**src/rtl/load_store_unit_if.sv**
```systemverilog
// CPU request/response and data-memory port bundle for the load/store unit.
interface load_store_unit_if;
    logic        req_valid;
    logic        req_ready;
    logic        req_write;
    logic [1:0]  req_size;
    logic        req_signed;
    logic [31:0] req_addr;
    logic [31:0] req_wdata;
    logic        rsp_valid;
    logic        rsp_err;
    logic [31:0] rsp_rdata;
    logic [31:0] mem_addr;
    logic [31:0] mem_wdata;
    logic        mem_read;
    logic        mem_write;
    logic [31:0] mem_rdata;

    // Load/store unit side.
    modport slave (
        input  req_valid, req_write, req_size, req_signed, req_addr, req_wdata, mem_rdata,
        output req_ready, rsp_valid, rsp_err, rsp_rdata, mem_addr, mem_wdata, mem_read, mem_write
    );

    // CPU plus data-memory side.
    modport master (
        output req_valid, req_write, req_size, req_signed, req_addr, req_wdata, mem_rdata,
        input  req_ready, rsp_valid, rsp_err, rsp_rdata, mem_addr, mem_wdata, mem_read, mem_write
    );
endinterface

```
**src/rtl/load_store_unit.sv**
```systemverilog
// Byte-addressed load/store front end for a word-organised data memory.
// Sub-word stores are done as read-modify-write.
//
// state | meaning
// IDLE  | ready for a request; errors are answered from here
// READ  | memory read: finish a load or merge the store lane(s)
// WRITE | memory write of a full or merged word
module load_store_unit #(
    parameter int MEM_SIZE_BIT = 8
) (
    input  logic               clk,
    input  logic               reset,
    load_store_unit_if.slave   bus
);
    typedef enum logic [1:0] {IDLE, READ, WRITE} state_t;

    state_t      state_q, state_d;
    logic        write_q, write_d;
    logic [1:0]  size_q, size_d;
    logic        signed_q, signed_d;
    logic [1:0]  off_q, off_d;
    logic [15:0] wdata_q, wdata_d;
    logic [31:0] mem_addr_q, mem_addr_d;
    logic [31:0] mem_wdata_q, mem_wdata_d;
    logic        rsp_valid_q, rsp_valid_d;
    logic        rsp_err_q, rsp_err_d;
    logic [31:0] rsp_rdata_q, rsp_rdata_d;

    logic        accept;
    logic        req_err;
    logic [7:0]  byte_lane;
    logic [15:0] half_lane;
    logic [31:0] load_ext;
    logic [31:0] merged;

    assign accept  = bus.req_valid && (state_q == IDLE);
    assign req_err = (bus.req_size == 2'd3)
                  || ((bus.req_size == 2'd1) && bus.req_addr[0])
                  || ((bus.req_size == 2'd2) && (bus.req_addr[1:0] != 2'b00))
                  || (|bus.req_addr[31:MEM_SIZE_BIT+2]);

    // Lane extraction/extension for loads and lane merge for sub-word stores.
    always_comb begin
        byte_lane = bus.mem_rdata[{off_q, 3'b000} +: 8];
        half_lane = off_q[1] ? bus.mem_rdata[31:16] : bus.mem_rdata[15:0];
        case (size_q)
            2'd0:    load_ext = {{24{signed_q & byte_lane[7]}}, byte_lane};
            2'd1:    load_ext = {{16{signed_q & half_lane[15]}}, half_lane};
            default: load_ext = bus.mem_rdata;
        endcase
        merged = bus.mem_rdata;
        if (size_q == 2'd0) begin
            merged[{off_q, 3'b000} +: 8] = wdata_q[7:0];
        end else begin
            merged[{off_q[1], 4'b0000} +: 16] = wdata_q;
        end
    end

    // State and datapath registers; reset aborts any operation in flight.
    always_ff @(posedge clk or negedge reset) begin
        if (!reset) begin
            state_q     <= IDLE;
            write_q     <= 1'b0;
            size_q      <= 2'd0;
            signed_q    <= 1'b0;
            off_q       <= 2'd0;
            wdata_q     <= 16'd0;
            mem_addr_q  <= 32'd0;
            mem_wdata_q <= 32'd0;
            rsp_valid_q <= 1'b0;
            rsp_err_q   <= 1'b0;
            rsp_rdata_q <= 32'd0;
        end else begin
            state_q     <= state_d;
            write_q     <= write_d;
            size_q      <= size_d;
            signed_q    <= signed_d;
            off_q       <= off_d;
            wdata_q     <= wdata_d;
            mem_addr_q  <= mem_addr_d;
            mem_wdata_q <= mem_wdata_d;
            rsp_valid_q <= rsp_valid_d;
            rsp_err_q   <= rsp_err_d;
            rsp_rdata_q <= rsp_rdata_d;
        end
    end

    // Next state: word stores skip READ, sub-word stores visit both.
    always_comb begin
        state_d = state_q;
        case (state_q)
            IDLE: begin
                if (accept && !req_err) begin
                    state_d = (bus.req_write && (bus.req_size == 2'd2)) ? WRITE : READ;
                end
            end
            READ:    state_d = write_q ? WRITE : IDLE;
            WRITE:   state_d = IDLE;
            default: state_d = IDLE;
        endcase
    end

    // Request latching, RMW merge and response generation.
    always_comb begin
        write_d     = write_q;
        size_d      = size_q;
        signed_d    = signed_q;
        off_d       = off_q;
        wdata_d     = wdata_q;
        mem_addr_d  = mem_addr_q;
        mem_wdata_d = mem_wdata_q;
        rsp_valid_d = 1'b0;
        rsp_err_d   = 1'b0;
        rsp_rdata_d = 32'd0;
        case (state_q)
            IDLE: begin
                if (accept) begin
                    if (req_err) begin
                        rsp_valid_d = 1'b1;
                        rsp_err_d   = 1'b1;
                    end else begin
                        write_d    = bus.req_write;
                        size_d     = bus.req_size;
                        signed_d   = bus.req_signed;
                        off_d      = bus.req_addr[1:0];
                        wdata_d    = bus.req_wdata[15:0];
                        mem_addr_d = {2'b00, bus.req_addr[31:2]};
                        if (bus.req_write && (bus.req_size == 2'd2)) begin
                            mem_wdata_d = bus.req_wdata;
                        end
                    end
                end
            end
            READ: begin
                if (write_q) begin
                    mem_wdata_d = merged;
                end else begin
                    rsp_valid_d = 1'b1;
                    rsp_rdata_d = load_ext;
                end
            end
            WRITE:   rsp_valid_d = 1'b1;
            default: ;
        endcase
    end

    // Outputs: strobes decode straight from state so reset drops them at once.
    always_comb begin
        bus.req_ready = (state_q == IDLE);
        bus.mem_read  = (state_q == READ);
        bus.mem_write = (state_q == WRITE);
        bus.mem_addr  = mem_addr_q;
        bus.mem_wdata = mem_wdata_q;
        bus.rsp_valid = rsp_valid_q;
        bus.rsp_err   = rsp_err_q;
        bus.rsp_rdata = rsp_rdata_q;
    end
endmodule

```
**src/flat_wrapper.sv**
```systemverilog
// flat-port wrapper written by rule: the top's interface ports become plain ports
module load_store_unit_flat 
#(
    parameter int MEM_SIZE_BIT = 8
)
  (clk, reset, bus_req_valid, bus_req_write, bus_req_size, bus_req_signed, bus_req_addr, bus_req_wdata, bus_mem_rdata, bus_req_ready, bus_rsp_valid, bus_rsp_err, bus_rsp_rdata, bus_mem_addr, bus_mem_wdata, bus_mem_read, bus_mem_write);
  load_store_unit_if bus_i ();
  input  logic clk;
  input  logic reset;
  input wire logic [$bits(bus_i.req_valid)-1:0] bus_req_valid;
  input wire logic [$bits(bus_i.req_write)-1:0] bus_req_write;
  input wire logic [$bits(bus_i.req_size)-1:0] bus_req_size;
  input wire logic [$bits(bus_i.req_signed)-1:0] bus_req_signed;
  input wire logic [$bits(bus_i.req_addr)-1:0] bus_req_addr;
  input wire logic [$bits(bus_i.req_wdata)-1:0] bus_req_wdata;
  input wire logic [$bits(bus_i.mem_rdata)-1:0] bus_mem_rdata;
  output wire logic [$bits(bus_i.req_ready)-1:0] bus_req_ready;
  output wire logic [$bits(bus_i.rsp_valid)-1:0] bus_rsp_valid;
  output wire logic [$bits(bus_i.rsp_err)-1:0] bus_rsp_err;
  output wire logic [$bits(bus_i.rsp_rdata)-1:0] bus_rsp_rdata;
  output wire logic [$bits(bus_i.mem_addr)-1:0] bus_mem_addr;
  output wire logic [$bits(bus_i.mem_wdata)-1:0] bus_mem_wdata;
  output wire logic [$bits(bus_i.mem_read)-1:0] bus_mem_read;
  output wire logic [$bits(bus_i.mem_write)-1:0] bus_mem_write;
  assign bus_i.req_valid = bus_req_valid;
  assign bus_i.req_write = bus_req_write;
  assign bus_i.req_size = bus_req_size;
  assign bus_i.req_signed = bus_req_signed;
  assign bus_i.req_addr = bus_req_addr;
  assign bus_i.req_wdata = bus_req_wdata;
  assign bus_i.mem_rdata = bus_mem_rdata;
  assign bus_req_ready = bus_i.req_ready;
  assign bus_rsp_valid = bus_i.rsp_valid;
  assign bus_rsp_err = bus_i.rsp_err;
  assign bus_rsp_rdata = bus_i.rsp_rdata;
  assign bus_mem_addr = bus_i.mem_addr;
  assign bus_mem_wdata = bus_i.mem_wdata;
  assign bus_mem_read = bus_i.mem_read;
  assign bus_mem_write = bus_i.mem_write;
  load_store_unit #(.MEM_SIZE_BIT(MEM_SIZE_BIT)) u_core (.clk(clk), .reset(reset), .bus(bus_i));
endmodule
```
**config.mk**
```make
export PLATFORM = sky130hd
export DESIGN_NAME = load_store_unit_flat
export DESIGN_NICKNAME = d
export VERILOG_FILES = /design/src/rtl/load_store_unit_if.sv /design/src/rtl/load_store_unit.sv /design/src/flat_wrapper.sv
export SDC_FILE = /design/constraint.sdc
export NUM_CORES = 1
export LEC_CHECK = 0
export BUFFER_PORTS_ARGS = -buffer_cell sky130_fd_sc_hd__buf_2
export CORE_ASPECT_RATIO = 0.6
export CORE_MARGIN = 2
export CORE_UTILIZATION = 55
export DETAILED_ROUTE_END_ITERATION = 12
export PLACE_DENSITY = 0.86
export SYNTH_ARGS = -nofsm -noshare
export SYNTH_HDL_FRONTEND = slang
export SYNTH_SLANG_ARGS = --single-unit
```
**constraint.sdc**
```tcl
create_clock -name clk -period 3.7 [get_ports clk]
set_input_delay 0.555 -clock clk [delete_from_list [all_inputs] [get_ports clk]]
set_output_delay 0.555 -clock clk [all_outputs]
set_load 0.02 [all_outputs]
```
==> key figures <==
Cells and area
  – Commonest non-fill, non-tap cells in the layout: buf_2 (200), dfrtp_1 (119), o211ai_1 (66), nand2_1 (49)
  – Total Nets Final: 870
  – Final cell count without fillers: 919
  – Share of cells above drive strength 1: between 30% and 40%
  – Layout Area Growth over Synthesis: 27.08%
  – Final core occ: between 70 and 80%
  – Leading cell type in the layout, fill and taps excluded: buf_2
  – Fill count: 789

Logic synthesis
  – Asr flop ratio synth: 100.0%
  – Yosys warnings: 0
  – Syn avg cell area: 10.75 µm²
  – FF+latch count, synth: 120
  – Yosys cell types: between 40 and 50
  – Netlist Area Pre-Place: approximately 6300 µm²
  – Post-synthesis cell count: 585
  – Seq/Total Area, Yosys: 47.75%
  – Commonest register cell after synthesis: dfrtp_1
  – EDFF count, synth: 0

STA
  – Final setup vio count: 0
  – Slew HR: about 23%
  – Final hold violations: 0
  – Slew Limit Fails: 0
  – RSZ-0062 raised after global routing: false
  – Slew @ Worst Pin: ~1.2 ns
  – FMAX: 362.3 MHz
  – Setup TNS: 0 ns
  – Post-route clock period utilization: 74.59%
  – Worst Skew: 0.007057 ns
  – Min cycle time layout: about 2.8 ns

Clock network
  – Clock Sinks: 120
  – H-tree depth: 4
  – CTS Buf Count: 17
  – Clock-pin slew on the worst setup and hold paths: 0.06 ns
  – Hold_buf cts: 0
  – Clk buf depth: 2
  – Clk_lat worst skew: a little over 0.4 ns
  – CTS tree: done
  – Post-CTS Setup Bufs: 0
  – CTS root buffer: clkbuf_16
  – Post-cts gate resize count: 0

Outcome
  – Status: finished clean

Pwr
  – Psw: around 0.00075 W
  – P_leak: 3.880 nW
  – Power Internal: 0.002579 W
  – Sw Ratio: 22.56%
  – Clock power share: between 50% and 60%
  – VDD IR max: 315.1 µV
  – Pwr dens: 416.7 nW/µm²
  – Sequential share of power: a little under 40%
  – Logic gate share of total power: between 5 and 6%

Die
  – Initial core utilization: 56.03%
  – Die Wd: between 100 and 150 µm
  – Core area: 11,220 µm²
  – Die height: 86.83 µm
  – Die area: 12,330 µm²
  – Row count: 30
  – Ports: approximately 200

GRT
  – Global Route Usage Sum: about 33%
  – Initial antenna violation count: 1
  – Met1 Resource Use GR: 48.15%
  – GR Util met3: under 10%
  – Overflow after GRT: 0
  – Met2 Resource Use GR: about half
  – Grt peak-use layer: met2
  – Largest net degree at the start of global routing: 66
  – Global-route wire length before repair: 31.40 mm
  – Number of global-route vias before repair: between 5,000 and 6,000

Critical path
  – Critical path's slowest cell: a2111oi_4
  – Crit-path leading delay family: compound AO/OA/AOI/OAI gates
  – CP Class: reg -> reg
  – CP startpoint kind: register
  – Critical path origin: u_core.off_q[1]
  – WP buf/inv: 1
  – Critical path endpoint category: register
  – RR Endpoint: u_core.bus.rsp_rdata[25]
  – RR Startpoint: u_core.off_q[1]
  – CP max stage delay: 0.89 ns
  – Worst Reg-to-Reg Cells: 5
  – Worst Path Arrival: just over 3 ns
  – Critical path required time: 4.05 ns
  – Critical-path cell list: buf_4, mux2_2, nand2_1, a2111oi_4, a21o_1
  – CP Max Fanout: 28
  – Worst R2R Setup Slack: approximately 0.94 ns

Drt
  – Vias/cell: 6.583
  – DRC Markers: 0
  – DRT iter0 DRCs: 648
  – Via count: 6,050
  – Post-Route WL: 20.35 mm
  – Drt pass-1 iters: 6
  – WL per Instance: 22.14 µm
  – Final antenna-violating net count: 0

Placed design
  – Detail Placement HPWL: 14.21 mm
  – Placed cell count: 887
  – Placer Congestion: ~0.93
  – Port Buffer Count: 201

Job
  – Maxcap violations: 0

Worst hold path
  – Hold WC Path Type: in -> async
-- worst register-to-register path, cell delays in order (launching register included) --
cell and delay, ns:
dfrtp_2 0.85, buf_4 0.46, mux2_2 0.22, nand2_1 0.10
a2111oi_4 0.89, a21o_1 0.17
-- metal layers --
layer / vias to the layer above / part of all wire, %
met4: 0 / 1.8
met1: 2961 / 42
met2: 427 / 44
met3: 38 / 12
li1: 2624 / -
met5: - / 0
-- area by class of cell --
cell class,count,area [µm²],area share (%)
Timing Repair Buffer,213,1111,13.90
Tap cell,144,180.2,2.255
Inverter,17,63.81,0.7985
Multi-Input combinational cell,393,2984,37.34
Sequential cell,120,3004,37.59
Antenna cell,1,2.502,0.03131
Clock inverter,14,220.2,2.756
Clock buffer,17,425.4,5.323
-- synthesized netlist by cell type (all sizes together) (5+ instances only) --
library cell  count  area [µm²]
dfrtp           120        3003
o211ai           66       495.5
nand2            49       183.9
clkbuf           43       161.4
a221o            32       320.3
mux2i            32       320.3
nand3            32       160.2
o2111ai          32       280.3
mux2             31       349.1
nor2b            24       150.1
nor2             18       67.56
a21o             17       127.6
inv              17       63.81
buf              13       93.83
a221oi            8       70.07
o21ai             8       40.03
a222oi            7       70.07
ha                5       62.56
nor4              5       31.28
-- worst max-delay path by stage --
stage                               endpoint  cells past startpoint
floorplan           u_core.bus.mem_wdata[22]                      9
global placement    u_core.bus.rsp_rdata[21]                      5
detailed placement  u_core.bus.rsp_rdata[25]                      5
CTS                 u_core.bus.rsp_rdata[25]                      5
global route        u_core.bus.rsp_rdata[25]                      5
finish              u_core.bus.rsp_rdata[25]                      5
-- flip-flops by register name, summed over array words and instances, names as in the netlist, 2 cells and up --
register / cells
u_core.bus.mem_addr: 30
u_core.bus.mem_wdata: 32
u_core.bus.rsp_rdata: 32
u_core.off_q: 2
u_core.size_q: 2
u_core.state_q: 2
u_core.wdata_q: 16
-- power by group through the flow --
stage	clock, W	combinational (W)	sequential [W]
global route	0.00191	0.000192	0.00132
global placement	0	0.000172	0.00134
finish	0.00183	0.000178	0.00132
floorplan	0	0.0000432	0.00135
detailed placement	0	0.000174	0.00134
CTS	0.00185	0.000176	0.00132
-- cell families (layout without fill, tap and decap cells) --
logic type               count (synthesis)  after routing  synth area share (%)
AO/OA/AOI/OAI                          178            178                 23.54
AND/OR/NAND/NOR                        144            144                 11.58
flip-flops                             120            120                 47.75
buffers and inverters                   73            261                 5.073
multiplexers                            64             64                 11.00
adder cells (fa/ha/maj)                  5              5                0.9948
other                                    1              3               0.05963
-- through the flow --
stage	instance area (µm²)	hold WS (ns)	power, W	worst slack, ns
5_1_grt	7989	0.2457	0.003419	0.8063
6_report	7991	0.1858	0.003330	0.9402
3_3_place_gp	7343	0.4779	0.001514	1.142
4_1_cts	7989	0.2166	0.003341	0.9840
2_1_floorplan	6292	0.2594	0.001390	1.519
3_5_place_dp	7343	0.4804	0.001517	1.014
(Power assumes the default switching activity.)
